==> src/rtl/id_ex_pipe_reg.sv <==
// ID/EX pipeline register of the 16-bit pipelined core.
// Captures decoded operands and control from decode and presents them to EX
// (ALU and RED reduction unit). Supports stall (hold) and flush (bubble).
// Edge priority: reset > flush > stall > load.
// Optional feature macro: ID_EX_FWD_EN -- when defined, the EX operands are
// muxed with the EX/MEM and MEM/WB forwarding paths; when undefined the
// forwarding ports are present but ignored.
module id_ex_pipe_reg #(
   parameter int DATA_W = 16,
   parameter int REG_AW = 4,
   parameter int OP_W   = 4
) (
   input  logic              clk,
   input  logic              rst_n,
   input  logic              stall,
   input  logic              flush,
   input  logic              id_valid,
   input  logic [OP_W-1:0]   id_opcode,
   input  logic [DATA_W-1:0] id_rs_data,
   input  logic [DATA_W-1:0] id_rt_data,
   input  logic [DATA_W-1:0] id_imm,
   input  logic [REG_AW-1:0] id_rd,
   input  logic              id_reg_wr,
   input  logic              id_mem_rd,
   input  logic              id_mem_wr,
   input  logic              id_halt,
   input  logic [1:0]        fwd_a_sel,
   input  logic [1:0]        fwd_b_sel,
   input  logic [DATA_W-1:0] exmem_fwd_data,
   input  logic [DATA_W-1:0] memwb_fwd_data,
   output logic              ex_valid,
   output logic [OP_W-1:0]   ex_opcode,
   output logic [DATA_W-1:0] ex_op_a,
   output logic [DATA_W-1:0] ex_op_b,
   output logic [DATA_W-1:0] ex_imm,
   output logic [REG_AW-1:0] ex_rd,
   output logic              ex_reg_wr,
   output logic              ex_mem_rd,
   output logic              ex_mem_wr,
   output logic              ex_halt,
   output logic              ex_is_red
);

   localparam logic [OP_W-1:0] OP_RED = OP_W'(3);

   logic              valid_q,  valid_d;
   logic [OP_W-1:0]   opcode_q, opcode_d;
   logic [DATA_W-1:0] rs_q,     rs_d;
   logic [DATA_W-1:0] rt_q,     rt_d;
   logic [DATA_W-1:0] imm_q,    imm_d;
   logic [REG_AW-1:0] rd_q,     rd_d;
   logic              reg_wr_q, reg_wr_d;
   logic              mem_rd_q, mem_rd_d;
   logic              mem_wr_q, mem_wr_d;
   logic              halt_q,   halt_d;

   // Next-state selection: flush inserts an all-zero bubble, stall holds, else load.
   always_comb begin
      valid_d  = valid_q;
      opcode_d = opcode_q;
      rs_d     = rs_q;
      rt_d     = rt_q;
      imm_d    = imm_q;
      rd_d     = rd_q;
      reg_wr_d = reg_wr_q;
      mem_rd_d = mem_rd_q;
      mem_wr_d = mem_wr_q;
      halt_d   = halt_q;
      if (flush) begin
         valid_d  = 1'b0;
         opcode_d = '0;
         rs_d     = '0;
         rt_d     = '0;
         imm_d    = '0;
         rd_d     = '0;
         reg_wr_d = 1'b0;
         mem_rd_d = 1'b0;
         mem_wr_d = 1'b0;
         halt_d   = 1'b0;
      end else if (!stall) begin
         valid_d  = id_valid;
         opcode_d = id_opcode;
         rs_d     = id_rs_data;
         rt_d     = id_rt_data;
         imm_d    = id_imm;
         rd_d     = id_rd;
         reg_wr_d = id_reg_wr;
         mem_rd_d = id_mem_rd;
         mem_wr_d = id_mem_wr;
         halt_d   = id_halt;
      end
   end

   // Register update; synchronous reset overrides flush, stall and load.
   always_ff @(posedge clk) begin
      if (!rst_n) begin
         valid_q  <= 1'b0;
         opcode_q <= '0;
         rs_q     <= '0;
         rt_q     <= '0;
         imm_q    <= '0;
         rd_q     <= '0;
         reg_wr_q <= 1'b0;
         mem_rd_q <= 1'b0;
         mem_wr_q <= 1'b0;
         halt_q   <= 1'b0;
      end else begin
         valid_q  <= valid_d;
         opcode_q <= opcode_d;
         rs_q     <= rs_d;
         rt_q     <= rt_d;
         imm_q    <= imm_d;
         rd_q     <= rd_d;
         reg_wr_q <= reg_wr_d;
         mem_rd_q <= mem_rd_d;
         mem_wr_q <= mem_wr_d;
         halt_q   <= halt_d;
      end
   end

`ifdef ID_EX_FWD_EN
   // Operand muxes: forwarded results bypass the latched operands with no added latency.
   always_comb begin
      ex_op_a = rs_q;
      ex_op_b = rt_q;
      case (fwd_a_sel)
         2'b01:   ex_op_a = exmem_fwd_data;
         2'b10:   ex_op_a = memwb_fwd_data;
         default: ex_op_a = rs_q;
      endcase
      case (fwd_b_sel)
         2'b01:   ex_op_b = exmem_fwd_data;
         2'b10:   ex_op_b = memwb_fwd_data;
         default: ex_op_b = rt_q;
      endcase
   end
`else
   // Operands come straight from the latched register-file reads; forwarding inputs are ignored.
   logic unused_fwd;
   assign unused_fwd = ^{fwd_a_sel, fwd_b_sel, exmem_fwd_data, memwb_fwd_data};

   always_comb begin
      ex_op_a = rs_q;
      ex_op_b = rt_q;
   end
`endif

   // Control outputs are qualified by valid so a bubble has no side effects.
   assign ex_valid  = valid_q;
   assign ex_opcode = opcode_q;
   assign ex_imm    = imm_q;
   assign ex_rd     = rd_q;
   assign ex_reg_wr = valid_q & reg_wr_q;
   assign ex_mem_rd = valid_q & mem_rd_q;
   assign ex_mem_wr = valid_q & mem_wr_q;
   assign ex_halt   = valid_q & halt_q;
   assign ex_is_red = valid_q & (opcode_q == OP_RED);

endmodule

==> config.mk <==
export PLATFORM = sky130hd
export DESIGN_NAME = id_ex_pipe_reg
export DESIGN_NICKNAME = d
export VERILOG_FILES = /design/src/rtl/id_ex_pipe_reg.sv
export SDC_FILE = /design/constraint.sdc
export NUM_CORES = 1
export LEC_CHECK = 0
export ABC_CLOCK_PERIOD_IN_PS = 1800
export BUFFER_PORTS_ARGS = -buffer_cell sky130_fd_sc_hd__buf_4
export CAP_MARGIN = 20
export CORE_MARGIN = 2
export CORE_UTILIZATION = 43
export DETAILED_ROUTE_END_ITERATION = 16
export HOLD_SLACK_MARGIN = 0.12
export PLACE_DENSITY_LB_ADDON = 0.12
export SYNTH_ARGS = -nofsm -noshare
export SYNTH_HDL_FRONTEND = slang
export SYNTH_SLANG_ARGS = --single-unit
export TNS_END_PERCENT = 10
==> constraint.sdc <==
create_clock -name clk -period 1.8 [get_ports clk]
set_input_delay 0.09 -clock clk [delete_from_list [all_inputs] [get_ports clk]]
set_output_delay 0.09 -clock clk [all_outputs]
set_load 0.005 [all_outputs]
### Word level (Yosys, flattened, before mapping)

Index checks and enable logic that the tools add are counted.

| storage, ports and cells | value |
|---|---|
| flip-flop bits (word level) | 61 |
| word-level logic and storage cells | 18 |
| output and inout port bits | 62 |
| input bits | 101 |

| operators by class | value |
|---|---|
| bitwise gates (word level) | 6 |
| equality and inequality tests | 1 |
| reductions and logical operators | 1 |

Operators with widths:

| kind | number |
|---|---|
| $and A1 B1 Y1 | 5 |
| $eq A4 B2 Y1 const B | 1 |
| $reduce_or A2 Y1 | 1 |
| $not A1 Y1 | 1 |

### Logic depth before layout (Yosys ltp)

| logic depth | value |
|---|---|
| depth after elaboration | 2 |
| depth in mapped cells | 4 |
| mapped depth without buffers | 2 |

### Worst setup path after synthesis

OpenSTA, ideal clock, no wires.

| path | value |
|---|---|
| path kind | input port to flip-flop |
| start point | input port stall |
| end point | register imm_q[0] (netlist: ex_imm[0]) |
| stages on the path | 4 |
| library setup time | 0.117 ns |
| buffers on the path | 2 |
| arrival time | 0.590 ns |
| required time | 1.683 ns |
| setup slack | 1.093 ns |
| cells stage by stage | buf_6 > buf_8 > mux2i_1 > nor2_1 |

RTL lines:

| element | line | text |
|---|---|---|
| from (decl) | 15 | `input logic stall,` |
| to (signal assigned) | 112 | `imm_q <= imm_d;` |
| to (decl) | 50 | `logic [DATA_W-1:0] imm_q, imm_d;` |

### Worst setup path in the final report

| path | value |
|---|---|
| start point | register valid_q (netlist: ex_valid) |
| end point | output port ex_is_red |

| on the way | value |
|---|---|
| cells in the longest elaborated chain, start to end | 1 |

Ends and longest elaborated chain:

| element | line | text |
|---|---|---|
| from (decl) | 46 | `logic valid_q, valid_d;` |
| from (signal assigned) | 108 | `valid_q <= valid_d;` |
| $and A1 B1 Y1 | 157 | `assign ex_is_red = valid_q & (opcode_q == OP_RED);` |
| to (decl) | 41 | `output logic ex_is_red` |

Every way passes these cells.

==> results.sh <==
export IMPL_tightest_slew_ns=0.421
export IMPL_p_total_mw=3.22
export IMPL_netlist_area_leader_share_pct=54.0
export IMPL_avgSynthCellArea_sq_um=11.1
export IMPL_setup_tns_ns=0
export IMPL_fin_worst_skew_ns=0
export IMPL_rows=26
export IMPL_wirelength_microns=6270
export IMPL_crit_path_end_kind="output port"
export IMPL_rsz0062_at_grt="no"
export IMPL_numCtsBuffers=9
export IMPL_vias_per_cell=4.52
export IMPL_overflow=0
export IMPL_hold_viol=0
export IMPL_pre_cts_ws_ns=0.801
export IMPL_coreArea_sq_mm=0.00507
export IMPL_drtAntennaViolNets=0
export IMPL_final_area_sq_mm=0.00402
export IMPL_clock_path_buffers=2
export IMPL_ir_worst_vdd_mv=0.490
export IMPL_hp_class="input port to register"
export IMPL_clkPwrFrac_pct=41.9
export IMPL_critical_path_depth=3
export IMPL_placed_area_sq_mm=0.00318
export IMPL_setup_viol=0
export IMPL_critical_path_class="register to output port"
export IMPL_synth_area_top_cells="dfxtp_1 54%, mux2i_1 27%, nor2_1 10%"
export IMPL_start_kind="register"
export IMPL_ys_seq_area_share_pct=54.0
export IMPL_synthToLayoutAreaGrowth_pct=77.7
export IMPL_fill_cells=359
export IMPL_register_area_sq_mm=0.00122
export IMPL_finalWeightedCongestion=0.725
export IMPL_wl_per_cell_microns=13.5
export IMPL_cts_hold_fix_buffers=61
export IMPL_finalMaxSlewViolations=0
export IMPL_ys_seq_elements=61
export IMPL_multi_input_comb_area_sq_um=886
export IMPL_ctsResizeCount=0
export IMPL_clock_fmax_mhz=794
export IMPL_die_area_sq_mm=0.00585
export IMPL_power_density_mw_per_mm2=803
export IMPL_cts_tree="yes"
export IMPL_yosysMostFrequentCell="nor2_1"
export IMPL_netlist_instances=204
export IMPL_ioPinCount=163
export IMPL_finalCriticalPeriod_ns=1.26
export IMPL_status="finished clean"
export IMPL_diodes=0
export IMPL_synth_edf_count=0
export IMPL_drv_cap=0
export IMPL_die_w_microns=76.5
export IMPL_period_share_pct=70.0
export IMPL_dr_pass1_iters=4
export IMPL_die_height_microns=76.5
export IMPL_clk_pin_slew_ns=0.06
export IMPL_intPower_mw=2.54
export IMPL_ys_types=10
export IMPL_power_leakage_nw=1.99
export IMPL_cp_required_ns=1.71
export IMPL_p_switching_mw=0.682
export IMPL_crit_fanout=7
export IMPL_seqPwrFrac_pct=44.0
export IMPL_swShare_pct=21.1
export IMPL_clock_sinks=61
export IMPL_hold_depth=4
export IMPL_crit_slowest_cell="dfxtp_1"
export IMPL_start_util_pct=44.5
export IMPL_critPathMaxStageDelay_ns=0.43
export IMPL_grt_pass1_wl_microns=10200
export IMPL_whs_ns=0.257
export IMPL_ctsHtreeMaxLevel=3
export IMPL_synthesis_nets=305
export IMPL_slew_headroom_pct=71.9
export IMPL_yosys_warnings=0
export IMPL_synthTopCellsByCount="62 x nor2_1, 61 x dfxtp_1, 61 x mux2i_1"
export IMPL_grt_pass1_vias=2187
export IMPL_root_buffer="clkbuf_8"
export IMPL_path_buf_inv=1
export IMPL_nets=491
export IMPL_drive_above_1_share_pct=36.5
export IMPL_antenna_found_initial=0
export IMPL_drt_iter0_markers=60
export IMPL_drc=0
export IMPL_yosysTopAreaCell="dfxtp_1"
export IMPL_insertion_delay_ns=0.33
export IMPL_track_usage_pct=22.2
export IMPL_cp_cell_sequence="nand4b_1 -> nor2_1 -> buf_4"
export IMPL_async_flop_share_pct=0
export IMPL_grt_max_degree=62
export IMPL_critPathTopFamily="flip-flops"
export IMPL_syn_cell_area_sq_mm=0.00226
export IMPL_vias=2103
export IMPL_io_buffer_count=126
export IMPL_synth_ff_type="dfxtp_1"
export IMPL_postCtsSetupRepairBufs=0
export IMPL_cp_arrival_ns=1.17
export IMPL_setup_ws_ns=0.540
export IMPL_rr_worst_depth=2
export IMPL_pwr_share_comb_pct=14.1
[metal layers]
metal	vias up	track usage, %	part of all wire (%)
li1	1044	-	-
met1	957	25.6	41
met2	84	36.5	49
met3	18	7.46	6.5
met4	0	11.5	2.9
met5	-	0	0
[state kept, by name, summed over array words and instances, names as in the netlist]
| name | count |
|---|---|
| mem_rd_q | 1 |
| reg_wr_q | 1 |
| halt_q | 1 |
| ex_op_b | 16 |
| ex_imm | 16 |
| ex_rd | 4 |
| ex_valid | 1 |
| ex_opcode | 4 |
| mem_wr_q | 1 |
| ex_op_a | 16 |
[power by group through the flow]
stage | clock network, mW | registers, mW | logic [mW]
floorplan | 0 | 1.45 | 0.168
global placement | 0 | 1.45 | 0.336
detailed placement | 0 | 1.45 | 0.341
CTS | 1.38 | 1.42 | 0.450
global route | 1.44 | 1.42 | 0.491
finish | 1.35 | 1.42 | 0.454
[kinds of logic after synthesis]
logic type    Yosys count  share of synthesized area [%]
flops                  61                           54.0
simple gates           68                           12.1
buf+inv                14                           6.87
mux                    61                           27.0
[layout make-up]
type,count,area share (%)
repair buffers,189,39.8
flip-flops and latches,61,30.4
multi-input cells,129,22.1
clock buffers,12,3.86
well taps,70,2.18
clock inverters,4,1.74
[worst min-delay path: stages]
cell      delay, ns
buf_4          0.08
nand2b_2       0.07
buf_12         0.20
nor2_1         0.11
[per-stage QoR]
step | std cells | utilization [%]
CTS | 465 | 79.1
finish | 465 | 79.1
detailed placement | 388 | 62.7
global route | 465 | 79.1
global placement | 388 | 62.7
floorplan | 204 | -
[worst paths after layout]
check                           startpoint    endpoint  slack (ns)
worst max register to register    ex_valid    ex_valid        1.09
worst min-delay path                 rst_n  ex_op_a[8]        0.26
worst min register to register    mem_wr_q    mem_wr_q        0.49
worst max-delay path              ex_valid   ex_is_red        0.54
[layout by cell type, fill, tap and decap left out]
cell type	n
and2_1	4
buf_12	2
buf_4	126
bufinv_16	2
clkbuf_1	1
clkbuf_8	11
clkinv_2	2
dfxtp_1	61
dlygate4sd3_1	61
mux2i_1	61
nand2b_2	1
nand4b_1	1
nor2_1	62
Power figures use the tool's default switching activity.
